**config.mk**
```make
export PLATFORM = sky130hd
export DESIGN_NAME = note_step_sequencer
export DESIGN_NICKNAME = d
export VERILOG_FILES = /design/src/rtl/synth_seq_pkg.sv /design/src/rtl/tick_prescaler.sv /design/src/rtl/note_step_sequencer.sv
export SDC_FILE = /design/constraint.sdc
export NUM_CORES = 1
export LEC_CHECK = 0
export BUFFER_PORTS_ARGS = -buffer_cell sky130_fd_sc_hd__buf_2
export CAP_MARGIN = 20
export CORE_MARGIN = 2
export CORE_UTILIZATION = 36
export CTS_BUF_LIST = sky130_fd_sc_hd__clkbuf_2
export DETAILED_ROUTE_END_ITERATION = 10
export SKIP_LAST_GASP = 1
export SYNTH_ARGS = -nofsm -noshare
export SYNTH_HDL_FRONTEND = slang
export SYNTH_HIERARCHICAL = 1
export SYNTH_SLANG_ARGS = --single-unit
```
**constraint.sdc**
```tcl
create_clock -name clk -period 3.8 [get_ports clk]
set_input_delay 0.38 -clock clk [delete_from_list [all_inputs] [get_ports clk]]
set_output_delay 0.38 -clock clk [all_outputs]
set_load 0.01 [all_outputs]
```
**src/rtl/synth_seq_pkg.sv**
```systemverilog
// synth_seq_pkg: shared types and constants for the note step sequencer
package synth_seq_pkg;
  typedef enum logic [1:0] {IDLE, GATE_ON, GATE_OFF} seq_state_t;
  localparam int FREQ_W_DEF = 24;
  localparam int TEMPO_W_DEF = 16;
  localparam int TICK_W_DEF = 8;
  localparam logic [FREQ_W_DEF-1:0] REST_FREQ = '0;
endpackage

```
**src/rtl/tick_prescaler.sv**
```systemverilog
// tick_prescaler: free-running divider emitting a one-cycle tick every div+1 clocks
module tick_prescaler #(
  parameter int W = 16
) (
  input  logic         clk,
  input  logic         rst,
  input  logic         clear,
  input  logic [W-1:0] div,
  output logic         tick
);
  logic [W-1:0] cnt;
  assign tick = cnt == div;
  always_ff @(posedge clk)
    cnt <= (rst || clear || tick) ? '0 : cnt + 1'b1;
endmodule

```
**src/rtl/note_step_sequencer.sv**
```systemverilog
// note_step_sequencer: steps a frequency table with timed gates, or passes manual freq/gate through when stopped
module note_step_sequencer
  import synth_seq_pkg::*;
#(
  parameter int STEPS = 8,
  parameter int FREQ_W = FREQ_W_DEF,
  parameter int TEMPO_W = TEMPO_W_DEF,
  parameter int TICK_W = TICK_W_DEF,
  localparam int AW = $clog2(STEPS)
) (
  input  logic               clk,
  input  logic               rst,
  input  logic               run,
  input  logic               pat_we,
  input  logic [AW-1:0]      pat_addr,
  input  logic [FREQ_W-1:0]  pat_data,
  input  logic [AW-1:0]      num_steps,
  input  logic [TEMPO_W-1:0] tempo_div,
  input  logic [TICK_W-1:0]  ticks_per_step,
  input  logic [TICK_W-1:0]  gate_ticks,
  input  logic [FREQ_W-1:0]  manual_freq,
  input  logic               manual_gate,
  output logic [FREQ_W-1:0]  freq_out,
  output logic               gate_out,
  output logic [AW-1:0]      step_idx,
  output logic               step_pulse,
  output logic               running
);
  seq_state_t state, state_nx, start_st;
  logic [FREQ_W-1:0] pattern [STEPS];
  logic [FREQ_W-1:0] rd, start_freq, freq_nx;
  logic [AW-1:0] idx_adv, idx_nx;
  logic [TICK_W-1:0] k, k_nx, tps_eff;
  logic [TICK_W:0] k_inc;
  logic tick, step_end, gate_end, gate_nx, pulse_nx, running_nx;

  tick_prescaler #(.W(TEMPO_W)) u_prescaler (
    .clk  (clk),
    .rst  (rst),
    .clear(state == IDLE),
    .div  (tempo_div),
    .tick (tick)
  );

  assign tps_eff = (ticks_per_step == '0) ? TICK_W'(1) : ticks_per_step;
  assign k_inc = {1'b0, k} + 1'b1;
  assign step_end = tick && (k_inc >= {1'b0, tps_eff});
  assign gate_end = tick && (k_inc >= {1'b0, gate_ticks});
  assign idx_adv = (step_idx >= num_steps) ? '0 : step_idx + 1'b1;
  // Reads see the table before this cycle's write, so a colliding write yields the old entry
  assign rd = pattern[(state == IDLE) ? '0 : idx_adv];
  assign start_st = (rd != FREQ_W'(REST_FREQ) && gate_ticks != '0) ? GATE_ON : GATE_OFF;
  // Rest steps keep the previous frequency so the oscillator does not jump
  assign start_freq = (rd != FREQ_W'(REST_FREQ)) ? rd : freq_out;

  always_comb begin
    state_nx = state;
    idx_nx = step_idx;
    k_nx = k;
    freq_nx = freq_out;
    gate_nx = gate_out;
    pulse_nx = 1'b0;
    running_nx = running;
    if (!run) begin
      state_nx = IDLE;
      idx_nx = '0;
      k_nx = '0;
      freq_nx = manual_freq;
      gate_nx = manual_gate;
      running_nx = 1'b0;
    end else if (state == IDLE || step_end) begin
      state_nx = start_st;
      idx_nx = (state == IDLE) ? '0 : idx_adv;
      k_nx = '0;
      freq_nx = start_freq;
      gate_nx = start_st == GATE_ON;
      pulse_nx = 1'b1;
      running_nx = 1'b1;
    end else if (tick) begin
      k_nx = k + 1'b1;
      state_nx = gate_end ? GATE_OFF : state;
      gate_nx = gate_end ? 1'b0 : gate_out;
    end
  end

  always_ff @(posedge clk) begin
    if (rst) begin
      state <= IDLE;
      step_idx <= '0;
      k <= '0;
      freq_out <= '0;
      gate_out <= 1'b0;
      step_pulse <= 1'b0;
      running <= 1'b0;
      for (int i = 0; i < STEPS; i++) pattern[i] <= '0;
    end else begin
      state <= state_nx;
      step_idx <= idx_nx;
      k <= k_nx;
      freq_out <= freq_nx;
      gate_out <= gate_nx;
      step_pulse <= pulse_nx;
      running <= running_nx;
      if (pat_we) pattern[pat_addr] <= pat_data;
    end
  end
endmodule

```
==> flow_summary_export.csv, run 1 <==
group,metric,value,unit
sta,fin_skew,0.07276,ns
critical_path,worstPathArrival,4.25,ns
die,die_w,188.0,um
pwr,cellPowerDensity,387.7,mW/mm2
critical_path,critPathCaptureType,"register",
yosys,netlist_instances,1024,
global_route,grt_pass1_wl,52.38,mm
clock_tree,cts_made_buffers,67,
clock_tree,cts_tree,"done",
route,final_antenna_net_count,0,
die,fp.coreArea,0.03345,mm2
clock_tree,cts_max_level,3,
route,wire_per_inst,19.99,um
min_path,min-delay-path-class,"input port to register",
route,drc,0,
route,drt-total-wl,34.52,mm
sta,tightest_slew,0.9669,ns
yosys,async_flop_share,0,%
global_route,grt_pass1_vias,8870,
pwr,ir_drop,0.1638,mV
yosys,synth.avg_cell_area,11.90,um2
cells_and_area,drive_above_1_share,25.37,%
yosys,synth_edf_count,192,
yosys,netlist_area,0.01219,mm2
yosys,ys_seq_elements,248,
yosys,synth-seq-area-share,56.52,%
sta,min_period,3.575,ns
pwr,leakagePower,5.486,nW
clock_tree,insertion_delay,0.83,ns
yosys,yosysUniqueCellTypes,57,
sta,slew_viol_final,0,
critical_path,cp.required,4.47,ns
critical_path,startpoint_type,"register",
global_route,grt_max_degree,52,
sta,setup_viol,0,
placement,portBuffers,120,
sta,fin_ws,0.2252,ns
die,fp-row-count,67,
job,cap_violations,0,
sta,max_freq,279.7,MHz
clock_tree,path_clk_slew,0.10,ns
outcome,status,"finished, final reports clean",
global_route,grt.total_usage,19.37,%
cells_and_area,post-route-cell-area,0.01456,mm2
yosys,syn_nets,1137,
placement,place_ws,0.06991,ns
critical_path,critPathKind,"register to register",
die,design.portCount,121,
global_route,overflow,0,
cells_and_area,layout_common_cells,"192 x and2_1, 192 x edfxtp_1, 120 x buf_2",
global_route,antenna_found_initial,2,
sta,rsz0062_at_grt,"no",
sta,slew_headroom,35.30,%
route,dr.pass1.iters,5,
critical_path,crit_fanout,30,
clock_tree,clockBufferDepth,3,
placement,place_inst,1565,
clock_tree,clockRootBuffer,"clkbuf_2",
cells_and_area,fin_cells,1727,
sta,fin_worst_hold_slack,0.1253,ns
route,vias_per_cell,5.115,
yosys,ys_warn_count,6,
sta,finalHoldViolCount,0,
clock_tree,cts_sinks,248,
cells_and_area,fin_nets,1350,
die,die_y,188.0,um
route,vias,8834,
cells_and_area,area_delta_synth_final,19.50,%
placement,placed_area,0.01345,mm2
placement,globalplace.congestion,0.8997,
die,dieArea,0.03534,mm2
sta,setup_tns,0,ns
route,drtIter0Drc,908,
sta,fin_crit_sh,94.07,%
die,initial_core_util,36.43,%
yosys,yosys_most_used_dff,"edfxtp_1",
placement,dpl.hpwl,22.19,mm
==> sequential cells by signal, indices dropped and copies added, names as in the netlist, 2 cells and up <==
register / count
pattern: 192
freq_out: 24
u_prescaler/cnt: 16
k: 8
step_idx: 3
state: 2
==> logic make-up (layout without fill, tap and decap cells) <==
| kind of cell | after synthesis | count (layout) | share of synthesized area, % |
|---|---|---|---|
| AO/OA/AOI/OAI | 167 | 167 | 9.282 |
| buffers and inverters | 85 | 338 | 2.957 |
| XOR/XNOR | 44 | 44 | 3.163 |
| flip-flops | 248 | 248 | 56.52 |
| adder cells (fa/ha/maj) | 22 | 22 | 2.259 |
| other | 0 | 2 | 0 |
| AND/OR/NAND/NOR | 393 | 393 | 18.11 |
| multiplexers | 65 | 65 | 7.711 |
==> report_power, final <==
| part | total (mW) | internal, mW | leakage, nW | switching (mW) |
|---|---|---|---|---|
| clock network | 1.91 | 0.821 | 0.458 | 1.09 |
| registers | 3.13 | 3.07 | 2.30 | 0.0578 |
| logic | 0.601 | 0.248 | 2.73 | 0.353 |
| total | 5.65 | 4.14 | 5.49 | 1.50 |
==> worst max-delay path, cell delays in order (launching register included) <==
cell,delay (ns)
dfxtp_4,0.40
inv_2,0.08
ha_1,0.27
nand2b_1,0.21
a311oi_4,0.42
nand2_1,0.24
buf_4,0.27
a2bb2oi_1,0.19
nor4_1,0.36
o2111ai_1,0.23
o21ai_4,0.21
buf_12,0.21
mux2i_1,0.10
a211oi_1,0.26
==> layout make-up <==
class | instances | area [um2]
Antenna cell | 2 | 5.005
Fill cell | 3183 | 18890
Clock inverter | 9 | 91.34
Multi-Input combinational cell | 691 | 5009
Clock buffer | 100 | 500.5
Timing Repair Buffer | 210 | 1434
Tap cell | 448 | 560.5
Sequential cell | 248 | 6890
Inverter | 19 | 71.32
==> path summary, 6_finish.rpt <==
path / start / end / slack, ns / cells past startpoint
setup / recovery: step_idx[0]$_SDFFE_PP0P_ / freq_out[5]$_SDFFE_PP0P_ / 0.23 / 13
hold reg to reg: state[0]$_SDFFE_PP0P_ / state[0]$_SDFFE_PP0P_ / 0.47 / 2
hold / removal: gate_ticks[1] / state[0]$_SDFFE_PP0P_ / 0.13 / 4
setup reg to reg: step_idx[0]$_SDFFE_PP0P_ / freq_out[5]$_SDFFE_PP0P_ / 0.23 / 13
==> Yosys cell counts, types with 22 or more instances <==
library cell    n  area (um2)
nor3_1         24       120.1
and2_1        192        1201
nor2_1         59       221.5
ha_1           22       275.3
edfxtp_1      192        5766
xnor2_1        30       262.8
nand3_1        30       150.1
mux2i_1        41       410.4
mux4_2         23       518.0
nand2_1        36       135.1
clkbuf_1       42       157.7
dfxtp_1        56        1121
o21ai_0        53       265.3
==> stage by stage <==
stage                     util, %  power [mW]
after floorplan                 -       3.468
after global routing        43.53       5.893
after global placement      40.20       3.736
final                       43.53       5.645
after CTS                   43.47       5.700
after detailed placement    40.20       3.748
==> repair_timing <==
| action | in CTS | in global routing |
|---|---|---|
| buffers inserted | 0 | 1 |
| hold buffers | 50 | 0 |
| hold endpoints to repair | 218 | 0 |
| endpoints found under the setup margin | 0 | 27 |
| gates resized for setup | 0 | 2 |
==> routing by layer <==
metal | part of all wire (%) | vias to the layer above | GRT usage, %
li1 | - | 4186 | -
met1 | 47 | 4225 | 28.07
met2 | 43 | 360 | 28.43
met3 | 7.8 | 63 | 4.791
met4 | 2.3 | 0 | 6.118
met5 | 0 | - | 0
(Power assumes the default switching activity.)
==> run 2, diff against run 1 <==
--- a/config.mk
+++ b/config.mk
@@ -9,7 +9,7 @@
 export CAP_MARGIN = 20
 export CORE_MARGIN = 2
 export CORE_UTILIZATION = 36
-export CTS_BUF_LIST = sky130_fd_sc_hd__clkbuf_2
+export CTS_BUF_LIST = sky130_fd_sc_hd__clkbuf_4
 export DETAILED_ROUTE_END_ITERATION = 10
 export SKIP_LAST_GASP = 1
 export SYNTH_ARGS = -nofsm -noshare
==> flow_summary_export.csv, run 2 (synthesis results as in run 1) <==
group,metric,value,unit
outcome,status,"finished, final reports clean",
clock_tree,cts_sinks,248,
critical_path,slowest_stage,"a311oi_4",
route,drc,0,
critical_path,crit_buf_inv,3,
die,die_w,188.0,um
sta,min_period,3.529,ns
cells_and_area,fin_nets,1324,
clock_tree,clockBufferDepth,3,
clock_tree,path_clk_slew,0.07,ns
pwr,clkPwrFrac,40.6,%
cells_and_area,utilization,43.65,%
clock_tree,cts_made_buffers,69,
cells_and_area,drive_above_1_share,26.21,%
route,vias,8778,
global_route,grt_pass1_wl,52.22,mm
global_route,antenna_found_initial,5,
job,cap_violations,0,
pwr,swShare,24.35,%
sta,max_freq,283.4,MHz
die,initial_core_util,36.43,%
clock_tree,clockRootBuffer,"clkbuf_4",
cells_and_area,area_delta_synth_final,19.82,%
critical_path,critPathKind,"register to register",
route,vias_per_cell,5.133,
sta,rsz0062_at_grt,"no",
route,drtIter0Drc,857,
die,dieArea,0.03534,mm2
critical_path,critPathCaptureType,"register",
cells_and_area,post-route-cell-area,0.01460,mm2
critical_path,critPathTopFamily,"compound AO/OA/AOI/OAI gates",
cells_and_area,layout_common_cells,"192 x and2_1, 192 x edfxtp_1, 120 x buf_2",
clock_tree,cts_max_level,3,
route,wire_per_inst,20.12,um
global_route,overflow,0,
cells_and_area,top_regs,"pattern: 192 flops, freq_out: 24 flops, u_prescaler/cnt: 16 flops",
critical_path,cp_cell_sequence,"inv_2 -> ha_1 -> nand2b_1 -> a311oi_4 -> o21ai_1 -> a22o_1 -> a2111oi_0 -> buf_4 -> o2111ai_1 -> o21ai_4 -> buf_12 -> mux2i_1 -> a211oi_1",
pwr,net-switching-power,1.520,mW
critical_path,startpoint_type,"register",
critical_path,crit_fanout,30,
critical_path,cpPeakStageDelay,0.41,ns
route,dr.pass1.iters,5,
pwr,p_int,4.724,mW
cells_and_area,largest_register,"pattern",
pwr,ir_drop,0.1702,mV
sta,fin_crit_sh,92.86,%
pwr,cellPowerDensity,427.7,mW/mm2
route,drt-total-wl,34.40,mm
placement,placed_area,0.01345,mm2
global_route,grt_pass1_vias,8762,
die,fp.coreArea,0.03345,mm2
critical_path,cp.required,4.35,ns
placement,dpl.hpwl,22.19,mm
sta,tightest_slew,0.9930,ns
die,design.portCount,121,
die,fp-row-count,67,
sta,slew_viol_final,0,
sta,finalHoldViolCount,0,
pwr,power.share.combinational,9.2,%
pwr,leakagePower,5.449,nW
pwr,p_seq_share,50.2,%
global_route,grt.total_usage,19.37,%
min_path,min-delay-path-class,"input port to register",
cells_and_area,largest_reg_flops,192,
sta,fin_skew,0.03078,ns
clock_tree,insertion_delay,0.66,ns
placement,globalplace.congestion,0.8997,
sta,setup_viol,0,
die,die_y,188.0,um
sta,setup_tns,0,ns
route,final_antenna_net_count,0,
critical_path,worstPathArrival,4.08,ns
clock_tree,cts_tree,"done",
placement,portBuffers,120,
global_route,grt_max_degree,52,
sta,slew_headroom,33.56,%
pwr,power,6.245,mW
-- run 2: worst min-delay path: cells and delay by family --
family | cells | cell delay [ns]
simple gates | 1 | 0.09
compound gates | 1 | 0.06
buf+inv | 1 | 0.12
-- run 2: per-layer routing --
metal  vias to the layer above  part of all wire, %  track usage [%]
met5                         -                0.076                0
met4                         4                  2.2            6.299
met3                        63                  8.5            5.577
met2                       362                   43            28.36
met1                      4200                   46            27.55
li1                       4149                    -                -
-- run 2: per-stage QoR --
| step | hold slack [ns] | setup WS, ns | cells |
|---|---|---|---|
| after floorplan | 0.4363 | 0.7629 | 1024 |
| after global placement | 0.4470 | 0.1880 | 1565 |
| after detailed placement | 0.4555 | 0.06991 | 1565 |
| after CTS | 0.004127 | 0.1811 | 1706 |
| after global routing | 0.04139 | 0.05339 | 1708 |
| final | 0.04403 | 0.2715 | 1710 |
-- run 2: layout make-up --
cell class / instances / area (um2)
antenna: 3 / 7.507
timing repair buffer: 182 / 1154
inverter: 19 / 71.32
clock buffer: 108 / 810.8
fill: 3149 / 18850
multi-input combinational: 691 / 5009
tap: 448 / 560.5
sequential: 248 / 6890
clock inverter: 11 / 97.59
-- run 2: final timing paths --
kind | start | endpoint | slack, ns | cells after the start
worst min-delay path | manual_freq[17] | freq_out[17]$_SDFFE_PP0P_ | 0.04 | 3
worst max register to register | step_idx[0]$_SDFFE_PP0P_ | freq_out[5]$_SDFFE_PP0P_ | 0.27 | 13
worst min register to register | state[0]$_SDFFE_PP0P_ | state[0]$_SDFFE_PP0P_ | 0.47 | 2
worst max-delay path | step_idx[0]$_SDFFE_PP0P_ | freq_out[5]$_SDFFE_PP0P_ | 0.27 | 13
-- run 2: what timing repair did --
item | CTS | global route
resized for setup | 0 | 2
setup buffers | 0 | 1
hold endpoints to repair | 22 | 0
endpoints found under the setup margin | 0 | 26
hold buffers | 22 | 0
-- run 2: power by group through the flow --
stage	registers (mW)	logic, mW	clock network, mW
global route	3.15	0.626	2.73
finish	3.14	0.577	2.53
detailed placement	3.19	0.555	0
floorplan	3.18	0.288	0
global placement	3.19	0.548	0
CTS	3.13	0.575	2.60
